### src/rtl/pulse_cmd_sched.sv
// pulse_cmd_sched: merges host commands and an internal delay-sweep sequencer
// onto the pulse generator's 32-bit command FIFO write port.
// Word layout: [31:24] opcode, [23:8] coarse delay, [7:0] fine delay.
// Optional build macro HOST_LOCK_EN: when defined, host words are held off
// while a sweep is active so the calibration pattern lands contiguously.
//
// state     | meaning
// S_IDLE    | no sweep; waiting for sweep_start
// S_RST_CLK | requesting the clock-reset word (0x00000000)
// S_SET_PER | requesting the set-period word {0x02, period}
// S_PULSE   | requesting send_pulse words over the coarse x fine grid
// S_DONE    | one-cycle sweep_done pulse, then back to idle
module pulse_cmd_sched #(
    parameter int FINE_MAX = 15,
    parameter int REPEAT   = 1
) (
    input  logic        clk,
    input  logic        rst,
    input  logic        host_cmd_valid,
    input  logic [31:0] host_cmd_data,
    output logic        host_cmd_ready,
    input  logic        sweep_start,
    input  logic        sweep_abort,
    input  logic [23:0] sweep_period,
    input  logic [15:0] sweep_coarse_start,
    input  logic [15:0] sweep_coarse_end,
    output logic        sweep_busy,
    output logic        sweep_done,
    input  logic        fifo_full,
    output logic        fifo_wr_en,
    output logic [31:0] fifo_wr_data
);

    typedef enum logic [2:0] {
        S_IDLE    = 3'd0,
        S_RST_CLK = 3'd1,
        S_SET_PER = 3'd2,
        S_PULSE   = 3'd3,
        S_DONE    = 3'd4
    } state_t;

    localparam logic [7:0] FINE_LAST = 8'(FINE_MAX);
    localparam logic [7:0] REP_LAST  = 8'(REPEAT - 1);

    localparam logic [7:0] OP_RST_CLK = 8'h00;
    localparam logic [7:0] OP_PULSE   = 8'h01;
    localparam logic [7:0] OP_SET_PER = 8'h02;

    state_t      state_q, state_d;
    logic [23:0] period_q, period_d;
    logic [15:0] coarse_end_q, coarse_end_d;
    // One extra bit so the end compare never sees a wrapped counter.
    logic [16:0] coarse_cnt_q, coarse_cnt_d;
    logic [7:0]  fine_cnt_q, fine_cnt_d;
    logic [7:0]  rep_cnt_q, rep_cnt_d;
    // 1 = sweep owned the last write; reset value lets the host win first.
    logic        last_grant_sweep_q, last_grant_sweep_d;

    logic        host_req;
    logic        sweep_req;
    logic        grant_host;
    logic        grant_sweep;
    logic        sweep_wr;
    logic [31:0] sweep_word;

    // Request generation, arbitration and the zero-latency write path.
    always_comb begin
        sweep_busy = (state_q != S_IDLE);
        sweep_done = (state_q == S_DONE);
`ifdef HOST_LOCK_EN
        host_req   = host_cmd_valid & ~sweep_busy;
`else
        host_req   = host_cmd_valid;
`endif
        sweep_req  = (state_q == S_RST_CLK) || (state_q == S_SET_PER) ||
                     (state_q == S_PULSE);

        sweep_word = 32'h0;
        case (state_q)
            S_RST_CLK: sweep_word = {OP_RST_CLK, 24'h0};
            S_SET_PER: sweep_word = {OP_SET_PER, period_q};
            S_PULSE:   sweep_word = {OP_PULSE, coarse_cnt_q[15:0], fine_cnt_q};
            default:   sweep_word = 32'h0;
        endcase

        grant_host  = host_req & (~sweep_req | last_grant_sweep_q);
        grant_sweep = sweep_req & ~grant_host;

        // rst gates the write path so outputs drop immediately on assertion,
        // even with a host word pending.
        fifo_wr_en     = ~fifo_full & ~rst & (host_req | sweep_req);
        fifo_wr_data   = 32'h0;
        if (fifo_wr_en) begin
            fifo_wr_data = grant_host ? host_cmd_data : sweep_word;
        end
        host_cmd_ready = fifo_wr_en & grant_host;
        sweep_wr       = fifo_wr_en & grant_sweep;

        last_grant_sweep_d = fifo_wr_en ? grant_sweep : last_grant_sweep_q;
    end

    // Sweep sequencer next-state and counter updates.
    always_comb begin
        state_d      = state_q;
        period_d     = period_q;
        coarse_end_d = coarse_end_q;
        coarse_cnt_d = coarse_cnt_q;
        fine_cnt_d   = fine_cnt_q;
        rep_cnt_d    = rep_cnt_q;

        case (state_q)
            S_IDLE: begin
                if (sweep_start && !sweep_abort) begin
                    period_d     = sweep_period;
                    coarse_end_d = sweep_coarse_end;
                    coarse_cnt_d = {1'b0, sweep_coarse_start};
                    fine_cnt_d   = 8'd0;
                    rep_cnt_d    = 8'd0;
                    state_d      = S_RST_CLK;
                end
            end
            S_RST_CLK: begin
                if (sweep_wr) begin
                    state_d = S_SET_PER;
                end
            end
            S_SET_PER: begin
                // coarse_cnt still holds the start value here.
                if (sweep_wr) begin
                    state_d = ({1'b0, coarse_end_q} >= coarse_cnt_q) ? S_PULSE : S_DONE;
                end
            end
            S_PULSE: begin
                if (sweep_wr) begin
                    if (rep_cnt_q == REP_LAST) begin
                        rep_cnt_d = 8'd0;
                        if (fine_cnt_q == FINE_LAST) begin
                            fine_cnt_d = 8'd0;
                            if (coarse_cnt_q == {1'b0, coarse_end_q}) begin
                                state_d = S_DONE;
                            end else begin
                                coarse_cnt_d = coarse_cnt_q + 17'd1;
                            end
                        end else begin
                            fine_cnt_d = fine_cnt_q + 8'd1;
                        end
                    end else begin
                        rep_cnt_d = rep_cnt_q + 8'd1;
                    end
                end
            end
            S_DONE: begin
                state_d = S_IDLE;
            end
            default: begin
                state_d = S_IDLE;
            end
        endcase

        // A word granted this cycle still goes out; only the follow-on stops.
        if (sweep_abort && (state_q != S_IDLE)) begin
            state_d = S_IDLE;
        end
    end

    // State and counter registers.
    always_ff @(posedge clk or posedge rst) begin
        if (rst) begin
            state_q            <= S_IDLE;
            period_q           <= 24'h0;
            coarse_end_q       <= 16'h0;
            coarse_cnt_q       <= 17'h0;
            fine_cnt_q         <= 8'h0;
            rep_cnt_q          <= 8'h0;
            last_grant_sweep_q <= 1'b1;
        end else begin
            state_q            <= state_d;
            period_q           <= period_d;
            coarse_end_q       <= coarse_end_d;
            coarse_cnt_q       <= coarse_cnt_d;
            fine_cnt_q         <= fine_cnt_d;
            rep_cnt_q          <= rep_cnt_d;
            last_grant_sweep_q <= last_grant_sweep_d;
        end
    end

endmodule

### config.mk
export PLATFORM = sky130hd
export DESIGN_NAME = pulse_cmd_sched
export DESIGN_NICKNAME = d
export VERILOG_FILES = /design/src/rtl/pulse_cmd_sched.sv
export SDC_FILE = /design/constraint.sdc
export NUM_CORES = 1
export LEC_CHECK = 0
export CORE_ASPECT_RATIO = 0.7
export CORE_UTILIZATION = 50
export CTS_CLUSTER_SIZE = 40
export DETAILED_ROUTE_END_ITERATION = 8
export PLACE_DENSITY = 0.92
export SYNTH_ARGS = -nofsm -noshare
export SYNTH_HDL_FRONTEND = slang
export SYNTH_SLANG_ARGS = --single-unit
### constraint.sdc
create_clock -name clk -period 3.4 [get_ports clk]
set_input_delay 0.68 -clock clk [delete_from_list [all_inputs] [get_ports clk]]
set_output_delay 0.68 -clock clk [all_outputs]
set_load 0.005 [all_outputs]
Word-level counts from Yosys, hierarchy flattened

Cells that the tools add are included.

Register bits: 77
Bits of input ports: 94
Output and inout bits: 36
Word-level logic and storage cells: 82

$add $sub $neg: 3
$lt $le $gt $ge: 1
Eq/ne operators: 18
Muxes and demuxes: 27
Bitwise gates (word level): 12
Reduce and logical (&&, ||, !) cells: 14

Operators by type and width:

| cell                                                                    | count |
|---|---|
| 17-bit two-way mux                                                      | 5 |
| 32-bit two-way mux                                                      | 2 |
| 26-bit one-hot mux with 2 select lines                                  | 1 |
| 8-bit two-way mux                                                       | 6 |
| 17-bit one-hot mux with 2 select lines                                  | 1 |
| 8-bit one-hot mux with 2 select lines                                   | 2 |
| 3-bit two-way mux                                                       | 9 |
| 17-bit by 1-bit adder with 17-bit output, second input constant         | 1 |
| 17-bit by 16-bit equality test with 1-bit output                        | 1 |
| 16-bit by 17-bit greater-or-equal comparator with 1-bit output          | 1 |
| 8-bit by 1-bit adder with 8-bit output, second input constant           | 2 |
| 3-bit one-hot mux with 4 select lines                                   | 1 |
| 3-bit by 1-bit inequality test with 1-bit output, second input constant | 3 |
| 3-bit by 2-bit inequality test with 1-bit output, second input constant | 3 |
| 8-bit by 4-bit equality test with 1-bit output, second input constant   | 1 |
| 8-bit zero test                                                         | 1 |
| 7-bit AND reduction                                                     | 1 |
| 1-bit bitwise AND                                                       | 6 |
| 3-bit by 2-bit equality test with 1-bit output, second input constant   | 2 |
| 2-bit inequality test, second input constant                            | 3 |
| 6-bit AND reduction                                                     | 1 |
| 2-bit by 1-bit inequality test with 1-bit output, second input constant | 2 |
| 1-bit NOT                                                               | 4 |
| 4-bit AND reduction                                                     | 1 |
| 12 further kinds                                                        | 15 |

Logic depth before layout (Yosys ltp)

Depth after elaboration: 12
Gate-level depth with buffers: 10
Depth with buffers taken out: 8

Worst setup path after synthesis

OpenSTA, ideal clock, no wires.

Path type: register to output
Start: register state_q[1]
End: output fifo_wr_data[17]
Data arrival time: 1.537 ns
Required time: 2.720 ns
Slack: 1.183 ns
Cell stages (with the launch flop): 8
Buffers on the path: 3
Cell sequence: dfrtp_1 buf_2 nor2_4 o31a_1 buf_2 buf_1 a21oi_1 nor2_1

Cells in the longest elaborated chain, start to end: 8
Elaborated cells on any way between the ends: 13
Those cells by class: eq/ne (3); mux (3); bitwise (5); reduce/logical (2)

RTL lines:

| what                                                                                                                    | RTL line | source |
|---|---|---|
| start, declared                                                                                                         | 49       | `state_t state_q, state_d;` |
| start signal, assigned                                                                                                  | 177      | `state_q <= state_d;` |
| 3-bit by 1-bit equality test with 1-bit output / 3-bit by 2-bit equality test with 1-bit output (equally long branches) | 75, 79   |  |
| 1-bit logical OR (2 in a row)                                                                                           | 75       | `sweep_req = (state_q == S_RST_CLK) \|\| (state_q == S_SET_PER) \|\|` |
| 1-bit NOT                                                                                                               | 86       | `grant_host = host_req & (~sweep_req \| last_grant_sweep_q);` |
| 1-bit OR                                                                                                                | 86       |  |
| 1-bit bitwise AND                                                                                                       | 86       |  |
| 32-bit two-way mux                                                                                                      | 94       | `fifo_wr_data = grant_host ? host_cmd_data : sweep_word;` |
| 32-bit two-way mux (*)                                                                                                  | 93       | `if (fifo_wr_en) begin` |
| end, declared                                                                                                           | 31       | `output logic [31:0] fifo_wr_data` |

Mark *: on every way between the ends. The rest lies on a longest branch, timed or not.

Worst setup path in the final report

Start: register state_q[1]
End: output fifo_wr_data[8]

The elaborated chain is that of the path after synthesis.

==> metrics.md <==
| Metric | Value |
|---|---|
| DR pass1 iterations | `6` |
| Detailed Route WL | `14400 um` |
| Detail Route Antenna Nets | `0` |
| I/O pin count | `130` |
| First-pass GRT wire length | `23300 um` |
| Worst Path Required | `2.72 ns` |
| M3 GR Usage | `5.38%` |
| P&R area growth vs syn | `34.7%` |
| CTS Sinks | `between 70 and 80` |
| Comb pwr share | `42.5%` |
| Longest Clk Path Bufs | `2` |
| Area leader, netlist | `dfrtp_1` |
| Antenna cell count | `0` |
| Die Ht | `85.0 um` |
| Switch Pwr | `0.00176 W` |
| Avg Cell Area, Syn | `9.31 sq um` |
| All-Layer GR Usage | `29.2%` |
| Endpoints failing hold | `0` |
| Max-Cap Viols | `0` |
| Peak Freq | `303 MHz` |
| Core area | `9290 sq um` |
| Final period util | `between 90% and 100%` |
| Port Buf Inserts | `approximately 130` |
| Drt first-iter violations | `between 300 and 400` |
| Outcome | `complete, no violations` |
| Worst Reg-to-Reg Cells | `7` |
| CTS H-Tree Depth | `3` |
| Largest net degree at the start of global routing | `60` |
| Register area share after synthesis | `39.2%` |
| Total grt overflow | `0` |
| Post-Syn Area | `4910 sq um` |
| Vias in the first global route | `4705` |
| Worst Hold Slack | `0.476 ns` |
| CTS tree | `yes` |
| Normalized max-slew margin | `between 20% and 30%` |
| DR WL/cell | `18.6 um` |
| Die ar. | `10200 sq um` |
| Sw Ratio | `38.9%` |
| Main area contributors after synthesis | `dfrtp_1 (39%), mux2_2 (9.2%), a21oi_1 (5.8%)` |
| Yosys warns | `0` |
| Crit Path Class | `flip-flop to output port` |
| Count leader, synth | `dfrtp_1` |
| Synth Register Bits | `a little under 80` |
| Final Slew Violations | `0` |
| CTS buffer count | `9` |
| Post-CTS setup buffers | `0` |
| Final GP Congestion | `0.880` |
| Met2 GRT Util | `47.0%` |
| # fillers | `656` |
| Reg power frac | `36.0%` |
| Ys async rst share | `100%` |
| Startpoint Class | `flip-flop` |
| Layout cell share with drive strength beyond 1 | `between 10% and 20%` |
| Crit path max fanout | `a little under 60` |
| Area of the multi-input gates | `2770 sq um` |
| DRC | `0` |
| Post-DP HPWL | `10400 um` |
| Setup violators final | `0` |
| Power per Cell Area | `684 nW/um^2` |
| Count of cell types in the netlist | `64` |
| Via count | `between 4000 and 5000` |
| Die X | `121 um` |
| Hold Path Origin | `last_grant_sweep_q$_DFFE_PP1P_` |
| Hold Path Class | `flip-flop to flip-flop` |
| Worst Skew | `0.00701 ns` |
| Std cell rows | `29` |
| Capture point of the worst reg-to-reg path | `fine_cnt_q[7]$_DFFE_PP0P_` |
| RSZ-0062 raised after global routing | `no` |
| Actual slew at the worst max-slew pin | `1.06 ns` |
| Grt peak-use layer | `met2` |
| Post-layout min period | `3.30 ns` |
| Mapped Cells | `528` |
| Clock latency on the worst-skew pair | `0.33 ns` |
| Global-route met1 utilization | `about two fifths` |
| Clock root cell | `clkbuf_16` |
| Clock-pin slew on the worst setup and hold paths | `0.06 ns` |
| Flop2flop setup slack | `0.74 ns` |
| Clock Power Share | `21.4%` |
| Arrival time at the worst endpoint | `roughly 2.6 ns` |
| EDFF count, synth | `0` |
| Leak pwr | `2.77 nW` |
| Min-Delay Endpoint | `last_grant_sweep_q$_DFFE_PP1P_` |
| Main flop type after synthesis | `dfrtp_1` |
| Final TNS setup | `0 ns` |
| Tot Pwr | `0.00453 W` |
| Final nets | `between 700 and 800` |
| Peak VDD IR | `approximately 0.31 mV` |
| Reg2Reg Launch Point | `state_q[0]$_DFFE_PP0P_` |
| Initial Utilization | `52.9%` |
| Crit end category | `output port` |
| Syn_nets | `642` |
| Top-area cell type share of the netlist area | `38.7%` |
| Internal | `0.00277 W` |
| Routed vias/inst | `6.14` |
| Initial antenna violation count | `0` |
| Min-Delay Path Depth | `2` |
| Seq. cell area | `1930 sq um` |
| Top cells by count, synth | `dfrtp_1 (76), a21oi_1 (57), nor2_1 (51)` |
## final cells by class
type | instances | share of cell area [%]
flip-flops and latches | 77 | 29.1
inverters | 21 | 1.19
clock inverters | 5 | 0.888
repair buffers | 138 | 20.9
multi-input cells | 399 | 41.9
clock buffers | 11 | 3.67
well taps | 124 | 2.34
## kinds of logic after synthesis
kind of cell / count (synthesis) / share of synthesized area (%)
buffers and inverters: 52 / 4.71
DFF: 77 / 39.2
AOI/OAI and AO/OA: 132 / 16.2
adders and majority gates: 20 / 5.09
xor gates and xnor gates: 4 / 0.713
and+or+nand+nor: 179 / 20.0
muxes: 64 / 14.1
## worst max-delay path by stage
stage / from / endpoint / slack [ns] / cells after the start
after floorplan: rst / coarse_cnt_q[0]$_DFFE_PP0P_ / 0.75 / 1
after global placement: host_cmd_valid / fifo_wr_data[6] / 0.18 / 4
after detailed placement: host_cmd_valid / fifo_wr_data[12] / 0.05 / 4
after CTS: state_q[1]$_DFFE_PP0P_ / fifo_wr_data[21] / 0.02 / 5
after global routing: host_cmd_valid / fifo_wr_data[21] / 0.05 / 7
final: state_q[1]$_DFFE_PP0P_ / fifo_wr_data[8] / 0.10 / 7
## per-layer routing
| layer | part of all wire (%) | vias up |
|---|---|---|
| met3 | 9.7 | 36 |
| met2 | 46 | 295 |
| met5 | 0 | - |
| li1 | - | 2148 |
| met4 | 1.9 | 0 |
| met1 | 42 | 2279 |
## per-stage QoR
stage,util (%),instance area [sq um],setup WS (ns),cells
after detailed placement,68.0,6310,0.0506,759
final,71.3,6620,0.101,775
after global routing,71.3,6620,0.0463,775
after CTS,71.2,6610,0.0158,775
after global placement,68.0,6310,0.179,759
after floorplan,-,4910,0.755,528
## placed cells by master (no fill, tap or decap), types with 20 or more instances in the layout
cell type and count:
ha_1 20, nand2_1 37, mux2i_1 24, clkdlybuf4s50_1 129, o21ai_0 26, dfrtp_1 75, nor3_1 26, mux2_2 40
nor2_1 51, a21oi_1 57
## power groups by stage
stage | clock, W | sequential, W | combinational (W)
finish | 0.000971 | 0.00163 | 0.00193
global route | 0.00102 | 0.00167 | 0.00213
CTS | 0.000976 | 0.00161 | 0.00191
detailed placement | 0 | 0.00163 | 0.00189
global placement | 0 | 0.00160 | 0.00178
floorplan | 0 | 0.00148 | 0.00140
## flip-flops by register name (all words and copies together) (netlist names)
register and flops:
period_q 24, coarse_cnt_q 17, rep_cnt_q 8, fine_cnt_q 8, state_q 3, last_grant_sweep_q 1
coarse_end_q 16
## what timing repair did
item                       CTS  global route
hold buffers                 0             0
setup endpoints to repair    0            27
gates resized for setup      0             1
## worst max-delay path, cell delays in order, from the launching register on
cell and delay (ns):
dfrtp_1 0.58, nor2_4 0.13, o31a_2 0.33, buf_12 0.18, nor3_1 0.34, a21oi_1 0.09, nor2_1 0.10, clkdlybuf4s50_1 0.51
(Power assumes the default switching activity.)
